File: src/rtl/qpu_lsu_ctrl.sv
// qpu_lsu_ctrl: responder end of the AGU-to-LSU ICB command channel.
// Aligned load/store commands pass straight through to the data-memory ICB
// port. Every accepted command is recorded in an in-order outstanding FIFO,
// so one writeback per command comes back carrying the original itag.
// Misaligned commands are never sent to memory. Their FIFO entry is flagged,
// and they answer with an error once they reach the head of the FIFO.

`ifndef QPU_ITAG_WIDTH
`define QPU_ITAG_WIDTH 8
`endif
`ifndef QPU_ADDR_SIZE
`define QPU_ADDR_SIZE 32
`endif
`ifndef QPU_XLEN
`define QPU_XLEN 32
`endif

module qpu_lsu_ctrl #(
    parameter int OTF_DEPTH = 2,
    parameter int ITAG_W    = `QPU_ITAG_WIDTH,
    parameter int AW        = `QPU_ADDR_SIZE,
    parameter int DW        = `QPU_XLEN
) (
    input  logic              clk,
    input  logic              rst_n,

    input  logic              lsu_icb_cmd_valid,
    output logic              lsu_icb_cmd_ready,
    input  logic [AW-1:0]     lsu_icb_cmd_addr,
    input  logic              lsu_icb_cmd_read,
    input  logic [DW-1:0]     lsu_icb_cmd_wdata,
    input  logic [DW/8-1:0]   lsu_icb_cmd_wmask,
    input  logic [ITAG_W-1:0] lsu_icb_cmd_itag,

    output logic              dm_icb_cmd_valid,
    input  logic              dm_icb_cmd_ready,
    output logic [AW-1:0]     dm_icb_cmd_addr,
    output logic              dm_icb_cmd_read,
    output logic [DW-1:0]     dm_icb_cmd_wdata,
    output logic [DW/8-1:0]   dm_icb_cmd_wmask,

    input  logic              dm_icb_rsp_valid,
    output logic              dm_icb_rsp_ready,
    input  logic [DW-1:0]     dm_icb_rsp_rdata,
    input  logic              dm_icb_rsp_err,

    output logic              lsu_o_valid,
    input  logic              lsu_o_ready,
    output logic [DW-1:0]     lsu_o_wbck_wdat,
    output logic [ITAG_W-1:0] lsu_o_itag,
    output logic              lsu_o_read,
    output logic              lsu_o_err,

    output logic              lsu_active
);

    // A pointer is at least one bit wide, so OTF_DEPTH = 1 still elaborates.
    // At that depth the pointer never leaves zero.
    localparam int PW = (OTF_DEPTH > 1) ? $clog2(OTF_DEPTH) : 1;
    localparam int CW = $clog2(OTF_DEPTH + 1);
    localparam logic [PW-1:0] PTR_LAST = PW'(OTF_DEPTH - 1);
    localparam logic [CW-1:0] CNT_FULL = CW'(OTF_DEPTH);

    // Outstanding-entry storage: {itag, read, lerr}
    logic [ITAG_W-1:0] fifo_itag [OTF_DEPTH];
    logic              fifo_read [OTF_DEPTH];
    logic              fifo_lerr [OTF_DEPTH];

    logic [PW-1:0] wptr;
    logic [PW-1:0] rptr;
    logic [CW-1:0] count;

    logic              empty;
    logic              full;
    logic              misal;
    logic              push;
    logic              pop;
    logic [ITAG_W-1:0] head_itag;
    logic              head_read;
    logic              head_lerr;

    assign empty = (count == '0);
    assign full  = (count == CNT_FULL);
    assign misal = |lsu_icb_cmd_addr[1:0];

    assign head_itag = fifo_itag[rptr];
    assign head_read = fifo_read[rptr];
    assign head_lerr = fifo_lerr[rptr];

    // Command path: combinational pass-through to memory; misaligned commands are absorbed locally
    always_comb begin
        dm_icb_cmd_valid  = lsu_icb_cmd_valid & ~full & ~misal;
        lsu_icb_cmd_ready = ~full & (misal | dm_icb_cmd_ready);
        dm_icb_cmd_addr   = lsu_icb_cmd_addr;
        dm_icb_cmd_read   = lsu_icb_cmd_read;
        dm_icb_cmd_wdata  = lsu_icb_cmd_wdata;
        dm_icb_cmd_wmask  = lsu_icb_cmd_wmask;
    end

    // Response path: the FIFO head selects a local error response or a memory pass-through.
    // A memory response arriving with the FIFO empty is held off: it is never acknowledged.
    always_comb begin
        lsu_o_valid      = 1'b0;
        lsu_o_err        = 1'b0;
        lsu_o_wbck_wdat  = '0;
        dm_icb_rsp_ready = 1'b0;
        lsu_o_itag       = head_itag;
        lsu_o_read       = head_read;
        if (!empty) begin
            if (head_lerr) begin
                lsu_o_valid = 1'b1;
                lsu_o_err   = 1'b1;
            end else begin
                lsu_o_valid      = dm_icb_rsp_valid;
                dm_icb_rsp_ready = lsu_o_ready;
                lsu_o_err        = dm_icb_rsp_err;
                if (head_read && !dm_icb_rsp_err) begin
                    lsu_o_wbck_wdat = dm_icb_rsp_rdata;
                end
            end
        end
    end

    // Push is already gated by ~full through cmd_ready, so a same-cycle pop never frees a slot early
    assign push = lsu_icb_cmd_valid & lsu_icb_cmd_ready;
    assign pop  = lsu_o_valid & lsu_o_ready;

    assign lsu_active = ~empty;

    // Entry payload write; no reset needed, since entries are only read while counted as valid
    always_ff @(posedge clk) begin
        if (push) begin
            fifo_itag[wptr] <= lsu_icb_cmd_itag;
            fifo_read[wptr] <= lsu_icb_cmd_read;
            fifo_lerr[wptr] <= misal;
        end
    end

    // Pointer and occupancy tracking; reset discards every outstanding entry
    always_ff @(posedge clk or negedge rst_n) begin
        if (!rst_n) begin
            wptr  <= '0;
            rptr  <= '0;
            count <= '0;
        end else begin
            if (push) begin
                wptr <= (wptr == PTR_LAST) ? '0 : wptr + 1'b1;
            end
            if (pop) begin
                rptr <= (rptr == PTR_LAST) ? '0 : rptr + 1'b1;
            end
            case ({push, pop})
                2'b10:   count <= count + 1'b1;
                2'b01:   count <= count - 1'b1;
                default: count <= count;
            endcase
        end
    end

endmodule

File: config.mk
export PLATFORM = sky130hd
export DESIGN_NAME = qpu_lsu_ctrl
export DESIGN_NICKNAME = d
export VERILOG_FILES = /design/src/rtl/qpu_lsu_ctrl.sv
export SDC_FILE = /design/constraint.sdc
export NUM_CORES = 1
export LEC_CHECK = 0
export CAP_MARGIN = 10
export CORE_AREA = 2 2 89 91
export CTS_BUF_LIST = sky130_fd_sc_hd__clkbuf_16
export DETAILED_ROUTE_END_ITERATION = 8
export DIE_AREA = 0 0 91 93
export GPL_TIMING_DRIVEN = 0
export PLACE_DENSITY = 0.76
export SYNTH_ARGS = -nofsm -noshare
export SYNTH_HDL_FRONTEND = slang
export SYNTH_SLANG_ARGS = --single-unit
File: constraint.sdc
create_clock -name clk -period 2.07 [get_ports clk]
set_input_delay 0.207 -clock clk [delete_from_list [all_inputs] [get_ports clk]]
set_output_delay 0.207 -clock clk [all_outputs]
set_load 0.03 [all_outputs]
==> flow_metrics.env <==
export IMPL_slew_viol_final=0
export IMPL_grt_overflow_total=0
export IMPL_yosysTopAreaCell="edfxtp_1"
export IMPL_synth_edf_count=20
export IMPL_setup_viol=0
export IMPL_grt_pass1_wl_mm=8.89
export IMPL_drc_errors=0
export IMPL_criticalPathCategory="flop to primary output"
export IMPL_p_sw_mw=1.21
export IMPL_fp_dieH_um=93
export IMPL_io_pins=232
export IMPL_insertion_delay_ns=0.25
export IMPL_clockPowerShare_pct=17.3
export IMPL_wl_per_cell_um=14.5
export IMPL_power_density_nw_per_um2=832
export IMPL_synth_yosys_seq_area_share_pct=40.5
export IMPL_cts_tree="built"
export IMPL_netlist_instances=168
export IMPL_clockRootBuffer="clkbuf_16"
export IMPL_yosys_warnings=0
export IMPL_wirelength_mm=6.40
export IMPL_portBuffers=165
export IMPL_rsz0062_at_grt="true"
export IMPL_min_period_over_period_pct=98.4
export IMPL_worstHoldPathType="input port to async pin"
export IMPL_vias=1705
export IMPL_crit_arrival_ns=1.83
export IMPL_drtPass1Iterations=4
export IMPL_synth_flop_cell="edfxtp_1"
export IMPL_final_util_pct=50.5
export IMPL_syn_area_um2=1730
export IMPL_layout_commonest_cell="clkdlybuf4s50_1"
export IMPL_dieArea_um2=8460
export IMPL_syn_area_per_cell_um2=10.3
export IMPL_finalCriticalPeriod_ns=2.04
export IMPL_ir_drop_uv=718
export IMPL_clock_path_buffers=2
export IMPL_status="completed"
export IMPL_multi_input_area_um2=564
export IMPL_cts_sinks=24
export IMPL_coreArea_um2=7530
export IMPL_seqPwrFrac_pct=23.0
export IMPL_grt_max_degree=15
export IMPL_relSlewSlack_pct=62.9
export IMPL_yosysTopAreaCellShare_pct=34.7
export IMPL_drt_iter0_drc=20
export IMPL_finalHoldViolations=0
export IMPL_clk_pin_slew_ns=0.06
export IMPL_nFillCells=687
export IMPL_p_leak_nw=1.66
export IMPL_syn_to_final_growth_pct=120
export IMPL_final_cell_mix="125 x clkdlybuf4s50_1, 70 x buf_4, 30 x buf_6"
export IMPL_dpl_instance_area_um2=3510
export IMPL_antenna_found_initial=0
export IMPL_htree_levels=1
export IMPL_area_sequential_um2=701
export IMPL_p_comb_share_pct=59.8
export IMPL_worst_pin_slew_ns=0.556
export IMPL_nets=459
export IMPL_rows=32
export IMPL_synth_nets=285
export IMPL_place_gp_congestion=0.759
export IMPL_end_kind="primary output"
export IMPL_startpoint_type="flop"
export IMPL_setup_tns_ns=0
export IMPL_ys_ff_latch=24
export IMPL_vias_per_cell=3.85
export IMPL_required_ns=1.86
export IMPL_clock_fmax_mhz=491
export IMPL_synth_top_cells_by_area="edfxtp_1 35%, buf_4 30%, and2_1 12%"
export IMPL_drive_gt1_share_pct=45.5
export IMPL_finalInstanceArea_um2=3800
export IMPL_n_antenna_cell=0
export IMPL_hpwl_mm=5.10
export IMPL_synth_distinct_cells=21
export IMPL_finClkSkew_ns=0.00460
export IMPL_power_mw=3.16
export IMPL_grt_pass1_vias=1700
export IMPL_synthArstFlopShare_pct=16.7
export IMPL_start_util_pct=23.0
export IMPL_whs_ns=0.157
export IMPL_drtAntennaViolNets=0
export IMPL_grt_util_all_layers_pct=13.0
export IMPL_internal_power_mw=1.95
export IMPL_cts_made_buffers=3
export IMPL_switching_share_pct=38.4
export IMPL_cap_violations=0
export IMPL_critPathMaxFanout=10
export IMPL_fp_dieW_um=91
[cells by family (layout without fill, tap and decap cells)]
logic type	after synthesis	in the layout	share of synthesized area [%]
buffers and inverters	75	248	31.5
AND/OR/NAND/NOR	49	49	16.7
flip-flops	24	24	40.5
multiplexers	10	10	6.72
AO/OA/AOI/OAI	5	5	1.88
XOR/XNOR	4	4	2.02
adder cells (fa/ha/maj)	1	1	0.723
[metal layers]
layer | track usage, % | part of all wire, %
met1 | 14.3 | 34
met2 | 23.3 | 52
met3 | 6.85 | 14
met4 | 0.758 | 0
met5 | 0 | 0
[worst paths after layout]
kind / from / to / slack [ns] / cells past startpoint
worst max-delay path: rptr / lsu_o_wbck_wdat[30] / 0.03 / 7
worst min-delay path: rst_n / rptr / 0.16 / 1
worst max register to register: count[0] / fifo_itag[0][2] / 0.34 / 3
worst min register to register: count[1] / count[1] / 0.52 / 1
max in group asynchronous: rst_n / count[1] / 1.74 / 1
min in group clk: count[1] / count[1] / 0.52 / 1
[area by class of cell]
cell class | count | share of cell area [%]
Buffer | 73 | 15.0
Clock buffer | 3 | 1.97
Clock inverter | 1 | 0.790
Inverter | 2 | 0.197
Multi-Input combinational cell | 69 | 14.8
Sequential cell | 24 | 18.4
Tap cell | 102 | 3.36
Timing Repair Buffer | 169 | 45.4
[Yosys cell counts (all sizes together) (2+ instances only)]
| cell type | instances |
|---|---|
| and2 | 32 |
| buf | 70 |
| clkbuf | 3 |
| dfrtp | 4 |
| edfxtp | 20 |
| inv | 2 |
| mux2 | 10 |
| nor2 | 13 |
| o21ai | 2 |
| xnor2 | 3 |
[flip-flops by register name (all words and copies together) (netlist names)]
signal,cells
fifo_read,2
count,2
rptr,1
wptr,1
fifo_itag,16
fifo_lerr,2
[metrics by stage]
step | instances | worst slack [ns]
2_1_floorplan | 168 | 0.359
3_3_place_gp | 435 | -0.376
3_5_place_dp | 435 | -0.362
4_1_cts | 443 | -0.0319
5_1_grt | 443 | -0.0312
6_report | 443 | 0.0326
[critical path: stages (launching register included)]
cell     delay [ns]
dfrtp_1        0.40
buf_4          0.14
mux2_4         0.31
nor4b_4        0.13
buf_6          0.16
buf_8          0.14
and2_1         0.16
buf_6          0.14
[power groups by stage]
stage / sequential (mW) / combinational, mW / clock (mW)
finish: 0.726 / 1.89 / 0.546
global route: 0.744 / 2.00 / 0.566
CTS: 0.725 / 1.85 / 0.549
detailed placement: 0.734 / 1.77 / 0
global placement: 0.731 / 1.75 / 0
floorplan: 0.719 / 1.07 / 0
[timing repair]
action / in CTS / in global routing
setup buffers: 2 / 0
gates resized for setup: 253 / 24
gates cloned: 2 / 0
endpoints found under the setup margin: 40 / 52
pin swaps: 10 / 12
endpoints found under the hold margin: 0 / 0
hold buffers: 0 / 0
No activity file was read; power rests on OpenSTA's default activity.
